===== src/rtl/memory_arbiter_pkg.sv =====
// Shared types and helpers for the memory access arbiter: access sizes,
// controller states and the alignment rule applied at request acceptance.
package memory_arbiter_pkg;

    typedef enum logic [1:0] {
        BYTE = 2'd0,
        HALF = 2'd1,
        WORD = 2'd2
    } access_size_t;

    typedef enum logic [2:0] {
        IDLE,
        ISSUE,
        CAPTURE,
        WRITEBACK,
        RESPOND
    } arb_state_t;

    // Size code 3 has no enum member and falls into the default branch.
    function automatic logic is_misaligned(input logic [1:0] size, input logic [1:0] addr_lo);
        case (size)
            BYTE:    return 1'b0;
            HALF:    return addr_lo[0];
            WORD:    return addr_lo != 2'b00;
            default: return 1'b1;
        endcase
    endfunction

endpackage


===== src/rtl/subword_lane_unit.sv =====
// Combinational lane steering: extracts and extends a load lane from a
// backend word, and merges store data into the selected lane(s).
module subword_lane_unit
    import memory_arbiter_pkg::*;
(
    input  logic [31:0] word,
    input  logic [1:0]  lane,
    input  logic [1:0]  size,
    input  logic        is_unsigned,
    input  logic [31:0] wdata,
    output logic [31:0] load_value,
    output logic [31:0] store_word
);

    logic [7:0]  byte_sel;
    logic [15:0] half_sel;
    logic        sign_fill;

    assign byte_sel = word[{lane, 3'b000} +: 8];
    assign half_sel = word[{lane[1], 4'b0000} +: 16];

    always_comb begin
        // NOTE: every output gets a default first so no path leaves it unassigned and infers a latch.
        load_value = word;
        sign_fill  = 1'b0;
        case (size)
            BYTE: begin
                sign_fill  = ~is_unsigned & byte_sel[7];
                load_value = {{24{sign_fill}}, byte_sel};
            end
            HALF: begin
                sign_fill  = ~is_unsigned & half_sel[15];
                load_value = {{16{sign_fill}}, half_sel};
            end
            default: load_value = word;
        endcase
    end

    // Little-endian: byte lane n occupies bits [8n+7:8n].
    always_comb begin
        store_word = word;
        case (size)
            BYTE:    store_word[{lane, 3'b000} +: 8]     = wdata[7:0];
            HALF:    store_word[{lane[1], 4'b0000} +: 16] = wdata[15:0];
            default: store_word = wdata;
        endcase
    end

endmodule


===== src/rtl/memory_access_arbiter.sv =====
// Shares one word-wide memory backend between two requesters, with RMW for sub-word stores.
// Define MEMORY_ARBITER_ROUND_ROBIN_EN for round-robin arbitration; otherwise port 0 has fixed priority.
module memory_access_arbiter
    import memory_arbiter_pkg::*;
#(
    parameter int NUM_REQ = 2,
    parameter int ADDR_W  = 32
) (
    input  logic              clock,
    input  logic              reset,

    input  logic              req0_valid,
    input  logic [ADDR_W-1:0] req0_address,
    input  logic              req0_write,
    input  logic [1:0]        req0_size,
    input  logic              req0_unsigned,
    input  logic [31:0]       req0_wdata,
    output logic              req0_ready,
    output logic              req0_done,
    output logic [31:0]       req0_rdata,
    output logic              req0_error,

    input  logic              req1_valid,
    input  logic [ADDR_W-1:0] req1_address,
    input  logic              req1_write,
    input  logic [1:0]        req1_size,
    input  logic              req1_unsigned,
    input  logic [31:0]       req1_wdata,
    output logic              req1_ready,
    output logic              req1_done,
    output logic [31:0]       req1_rdata,
    output logic              req1_error,

    output logic [ADDR_W-3:0] backendAddress,
    input  logic [31:0]       backendDataOut,
    output logic [31:0]       backendDataIn,
    output logic              backendWriteEnable
);

    arb_state_t         state;
    logic [NUM_REQ-1:0] valid_vec;
    logic               grant_any;
    logic               grant_sel;
    logic               grant_id;

    logic [ADDR_W-1:0]  sel_address;
    logic               sel_write;
    logic [1:0]         sel_size;
    logic               sel_unsigned;
    logic [31:0]        sel_wdata;

    logic [ADDR_W-1:0]  req_address;
    logic               req_write;
    logic [1:0]         req_size;
    logic               req_unsigned;
    logic [31:0]        req_wdata;

    logic               done_q;
    logic               error_q;
    logic               we_q;
    logic [31:0]        rdata_q;
    logic [31:0]        data_in_q;

    logic [31:0]        load_value;
    logic [31:0]        store_word;

`ifdef MEMORY_ARBITER_ROUND_ROBIN_EN
    logic               last_grant;
`endif

    assign valid_vec = {req1_valid, req0_valid};

    // Grants are only offered in IDLE and never while reset is held.
    always_comb begin
        grant_any = 1'b0;
        grant_sel = 1'b0;
        if (state == IDLE && !reset) begin
            grant_any = |valid_vec;
`ifdef MEMORY_ARBITER_ROUND_ROBIN_EN
            if (&valid_vec) grant_sel = ~last_grant;
            else            grant_sel = valid_vec[1];
`else
            grant_sel = ~valid_vec[0] & valid_vec[1];
`endif
        end
    end

    assign sel_address  = grant_sel ? req1_address  : req0_address;
    assign sel_write    = grant_sel ? req1_write    : req0_write;
    assign sel_size     = grant_sel ? req1_size     : req0_size;
    assign sel_unsigned = grant_sel ? req1_unsigned : req0_unsigned;
    assign sel_wdata    = grant_sel ? req1_wdata    : req0_wdata;

    subword_lane_unit u_lane (
        .word        (backendDataOut),
        .lane        (req_address[1:0]),
        .size        (req_size),
        .is_unsigned (req_unsigned),
        .wdata       (req_wdata),
        .load_value  (load_value),
        .store_word  (store_word)
    );

    // NOTE: sequential state uses non-blocking assignments so every register samples pre-edge values.
    always_ff @(posedge clock) begin
        if (reset) begin
            // NOTE: request registers are reset too, because backendAddress is driven straight from them.
            state        <= IDLE;
            grant_id     <= 1'b0;
            req_address  <= '0;
            req_write    <= 1'b0;
            req_size     <= BYTE;
            req_unsigned <= 1'b0;
            req_wdata    <= '0;
            done_q       <= 1'b0;
            error_q      <= 1'b0;
            we_q         <= 1'b0;
            rdata_q      <= '0;
            data_in_q    <= '0;
`ifdef MEMORY_ARBITER_ROUND_ROBIN_EN
            last_grant   <= 1'b1;
`endif
        end else begin
            done_q <= 1'b0;
            we_q   <= 1'b0;
            case (state)
                IDLE: begin
                    if (grant_any) begin
                        grant_id     <= grant_sel;
                        req_address  <= sel_address;
                        req_write    <= sel_write;
                        req_size     <= sel_size;
                        req_unsigned <= sel_unsigned;
                        req_wdata    <= sel_wdata;
                        rdata_q      <= '0;
`ifdef MEMORY_ARBITER_ROUND_ROBIN_EN
                        last_grant   <= grant_sel;
`endif
                        if (is_misaligned(sel_size, sel_address[1:0])) begin
                            error_q <= 1'b1;
                            done_q  <= 1'b1;
                            state   <= RESPOND;
                        end else begin
                            error_q <= 1'b0;
                            state   <= ISSUE;
                            // Word stores write in ISSUE, so their strobe is armed now.
                            if (sel_write && sel_size == WORD) begin
                                we_q      <= 1'b1;
                                data_in_q <= sel_wdata;
                            end
                        end
                    end
                end
                ISSUE: begin
                    if (req_write && req_size == WORD) begin
                        done_q <= 1'b1;
                        state  <= RESPOND;
                    end else begin
                        state  <= CAPTURE;
                    end
                end
                CAPTURE: begin
                    if (req_write) begin
                        data_in_q <= store_word;
                        we_q      <= 1'b1;
                        state     <= WRITEBACK;
                    end else begin
                        rdata_q   <= load_value;
                        done_q    <= 1'b1;
                        state     <= RESPOND;
                    end
                end
                WRITEBACK: begin
                    done_q <= 1'b1;
                    state  <= RESPOND;
                end
                RESPOND: state <= IDLE;
                default: state <= IDLE;
            endcase
        end
    end

    assign req0_ready = grant_any & ~grant_sel;
    assign req1_ready = grant_any &  grant_sel;

    assign req0_done  = done_q & ~grant_id;
    assign req1_done  = done_q &  grant_id;
    assign req0_error = req0_done & error_q;
    assign req1_error = req1_done & error_q;
    assign req0_rdata = {32{req0_done}} & rdata_q;
    assign req1_rdata = {32{req1_done}} & rdata_q;

    // Gating with reset keeps an interrupted RMW from reaching memory.
    assign backendAddress     = req_address[ADDR_W-1:2];
    assign backendDataIn      = data_in_q;
    assign backendWriteEnable = we_q & ~reset;

endmodule


===== config.mk =====
export PLATFORM = sky130hd
export DESIGN_NAME = memory_access_arbiter
export DESIGN_NICKNAME = d
export VERILOG_FILES = /design/src/rtl/memory_arbiter_pkg.sv /design/src/rtl/subword_lane_unit.sv /design/src/rtl/memory_access_arbiter.sv
export SDC_FILE = /design/constraint.sdc
export NUM_CORES = 1
export LEC_CHECK = 0
export ABC_AREA = 1
export CAP_MARGIN = 20
export CORE_MARGIN = 1
export CORE_UTILIZATION = 42
export CTS_BUF_LIST = sky130_fd_sc_hd__clkbuf_8 sky130_fd_sc_hd__clkbuf_16
export DETAILED_ROUTE_END_ITERATION = 12
export PLACE_DENSITY = 0.86
export REMOVE_ABC_BUFFERS = 1
export SYNTH_ARGS = -nofsm -noshare
export SYNTH_HDL_FRONTEND = slang
export SYNTH_HIERARCHICAL = 1
export SYNTH_SLANG_ARGS = --single-unit

===== constraint.sdc =====
create_clock -name clock -period 2 [get_ports clock]
set_input_delay 0.4 -clock clock [delete_from_list [all_inputs] [get_ports clock]]
set_output_delay 0.4 -clock clock [all_outputs]
set_load 0.05 [all_outputs]

==> impl_metrics.json <==
{
  "dieArea_mm2": 0.0217,
  "vias": 11100,
  "violations": "negative setup slack",
  "grt_start_max_net_pins": 69,
  "avgViaCountPerCell": 5.26,
  "rows": 52,
  "yosys-top-cells-area": "dfxtp_1 (31%), nand2_1 (21%), nor2_1 (9.7%), inv_1 (8.0%), nand3_1 (7.1%)",
  "cts_made_buffers": 17,
  "cts_tree": "yes",
  "syn_area_mm2": 0.00888,
  "grt_pass1_vias": 10500,
  "start_util_pct": 43.3,
  "required_ns": 2.32,
  "fin_nets": 1996,
  "period_needed_ns": 2.00,
  "r2r-start": "state[2]",
  "cts.reportedPaths.clkPinSlew_ns": 0.06,
  "synth-edff-count": 0,
  "avgSynthCellArea_um2": 5.83,
  "gr-total-overflow": 0,
  "ys.flop_type": "dfxtp_1",
  "synth_most_common_cell": "nand2_1",
  "vdd_drop_max_mv": 0.676,
  "slew_headroom_pct": 50.1,
  "cellPowerDensity_mw_per_mm2": 664,
  "instances_no_fill": 2102,
  "antenna_found_initial": 0,
  "clockBufferDepth": 2,
  "synth.top_cell.area_share_pct": 31.3,
  "ant_nets": 0,
  "io_pins": 305,
  "synth_cells": 1522,
  "firstDrtPassIters": 8,
  "fillCellCount": 1654,
  "synth_top_area_cell": "dfxtp_1",
  "yosysSeqAreaShare_pct": 31.3,
  "routabilityCongestion": 0.943,
  "insertedDiodeCount": 0,
  "postCtsHoldBufs": 0,
  "setup_viol": 1,
  "track_usage_pct": 30.1,
  "crit_path_start_kind": "register",
  "synth_xor_xnor_area_share_pct": 0,
  "maxSlewViolCount": 0,
  "drive_above_1_share_pct": 15.3,
  "insertion_delay_ns": 0.43,
  "finalCritPeriodShare_pct": 100,
  "netlist_top_cells_count": "nand2_1 (498), nor2_1 (230), inv_1 (190), dfxtp_1 (139), nand3_1 (126)",
  "skew_ns": 0.0156,
  "placed_cells": 2059,
  "synth_cell_types": 35,
  "dp_hpwl_um": 24400,
  "p_leak_nw": 7.14,
  "ys_async_sr_fraction_pct": 0,
  "htree_levels": 4,
  "worstHoldStart": "rdata_q[23]",
  "clock-root-buffer": "clkbuf_16",
  "min_path_type": "register to register",
  "critical_path_arrival_ns": 2.33,
  "port_buffers": 304,
  "die_h_um": 147,
  "yosysWarnings": 6,
  "rsz0062_at_grt": "true",
  "setup_ws_ns": -0.00498,
  "drt_iter0_markers": 1088,
  "status": "complete, but fails checks",
  "synth-simple-area-share_pct": 39.5,
  "grt_pass1_wl_um": 52300,
  "startpoint": "state[2]",
  "ys_ff_latch": 139,
  "post-place-ws_ns": -0.461,
  "synth_top_family_by_area": "simple AND/OR/NAND/NOR gates",
  "path_class": "register to register",
  "core_mm2": 0.0205,
  "maxCapViolCount": 0,
  "drc_errors": 0,
  "synth_mux_area_share_pct": 0,
  "wirelength_um": 34100,
  "endpoint_kind": "register",
  "worst_pin_slew_ns": 0.749,
  "cts_sinks": 139,
  "synth-adder-area-share_pct": 0.705,
  "wl_per_cell_um": 16.2,
  "synth_compound_area_share_pct": 12.9,
  "cp_max_fo": 8,
  "finalHoldViolCount": 0,
  "die_w_um": 147,
  "syn_to_final_growth_pct": 58.3,
  "fmax_mhz": 499
}
power breakdown:
part	switching, mW	internal [mW]
Clock	1.36	1.77
Combinational	1.85	1.24
Sequential	0.145	2.97
Total	3.35	5.98
path summary, 6_finish.rpt:
kind                             to  slack (ns)  cells past startpoint
hold reg to reg         rdata_q[23]        0.46                      2
setup reg to reg  backendDataIn[28]      -0.005                     13
setup / recovery  backendDataIn[28]      -0.005                     13
hold / removal          rdata_q[23]        0.46                      2
stage by stage:
| stage | setup TNS [ns] | power [mW] | cell area (um2) | hold slack (ns) | util, % |
|---|---|---|---|---|---|
| after detailed placement | -25.12 | 6.10 | 13000 | 0.456 | 63.5 |
| final | -0.00498 | 9.33 | 14100 | 0.463 | 68.6 |
| after global routing | -2.10 | 9.75 | 14100 | 0.486 | 68.6 |
| after CTS | 0 | 9.21 | 13600 | 0.414 | 66.4 |
| after global placement | -17.68 | 6.05 | 13000 | 0.450 | 63.5 |
| after floorplan | -307.16 | 4.75 | 8240 | 0.435 | - |
state kept, by name, summed over array words and instances, names as in the netlist:
| signal | flops |
|---|---|
| we_q | 1 |
| rdata_q | 32 |
| state | 3 |
| req_address | 32 |
| done_q | 1 |
| req_wdata | 32 |
| req_write | 1 |
| req_unsigned | 1 |
| grant_id | 1 |
| backendDataIn | 32 |
| req_size | 2 |
| error_q | 1 |
cells in the final DEF (no fill, tap or decap), types with 39 or more instances in the layout:
cell,n
buf_4,83
dlymetal6s2s_1,39
nand3_1,110
nand2_1,481
buf_12,77
inv_1,185
clkdlybuf4s50_1,181
o21ai_0,42
nor2_1,213
a21oi_1,51
dfxtp_1,137
layout make-up:
cell class                 count  area, um2  share of cell area (%)
clock buffer                  18        439                    3.12
clock inverter                14        135                   0.962
inverter                     198        743                    5.29
multi-input combinational   1066       4950                    35.2
sequential                   139       2790                    19.8
tap                          270        338                    2.40
timing repair buffer         397       4660                    33.2
routing by layer:
| metal | vias to the layer above | global-route usage (%) | part of all wire, % |
|---|---|---|---|
| met5 | - | 0 | 0 |
| met4 | 0 | 10.5 | 3.6 |
| met3 | 113 | 6.27 | 9.2 |
| met2 | 610 | 51.0 | 47 |
| met1 | 5027 | 37.7 | 40 |
| li1 | 5310 | - | - |
worst max-delay path, cell delays in order (launching register included):
cell,delay [ns]
dfxtp_2,0.34
nor2_4,0.16
buf_4,0.17
nand4_4,0.16
buf_6,0.17
nand2_2,0.09
nand2_4,0.09
nand3_4,0.08
nand2_4,0.06
nand3_4,0.16
clkbuf_16,0.20
nand3_1,0.08
nand2_1,0.09
nor2_1,0.05
kinds of logic (layout without fill, tap and decap cells):
kind of cell	after synthesis	after routing
buf+inv	317	627
fa+ha+maj	5	5
flops	139	139
simple gates	870	870
compound gates	191	191
repair_timing:
item	CTS	global route
gates resized for setup	8	109
gates cloned	0	3
pin swaps	2	25
setup buffers	3	5
setup endpoints to repair	36	105
No activity file was read; power rests on OpenSTA's default activity.
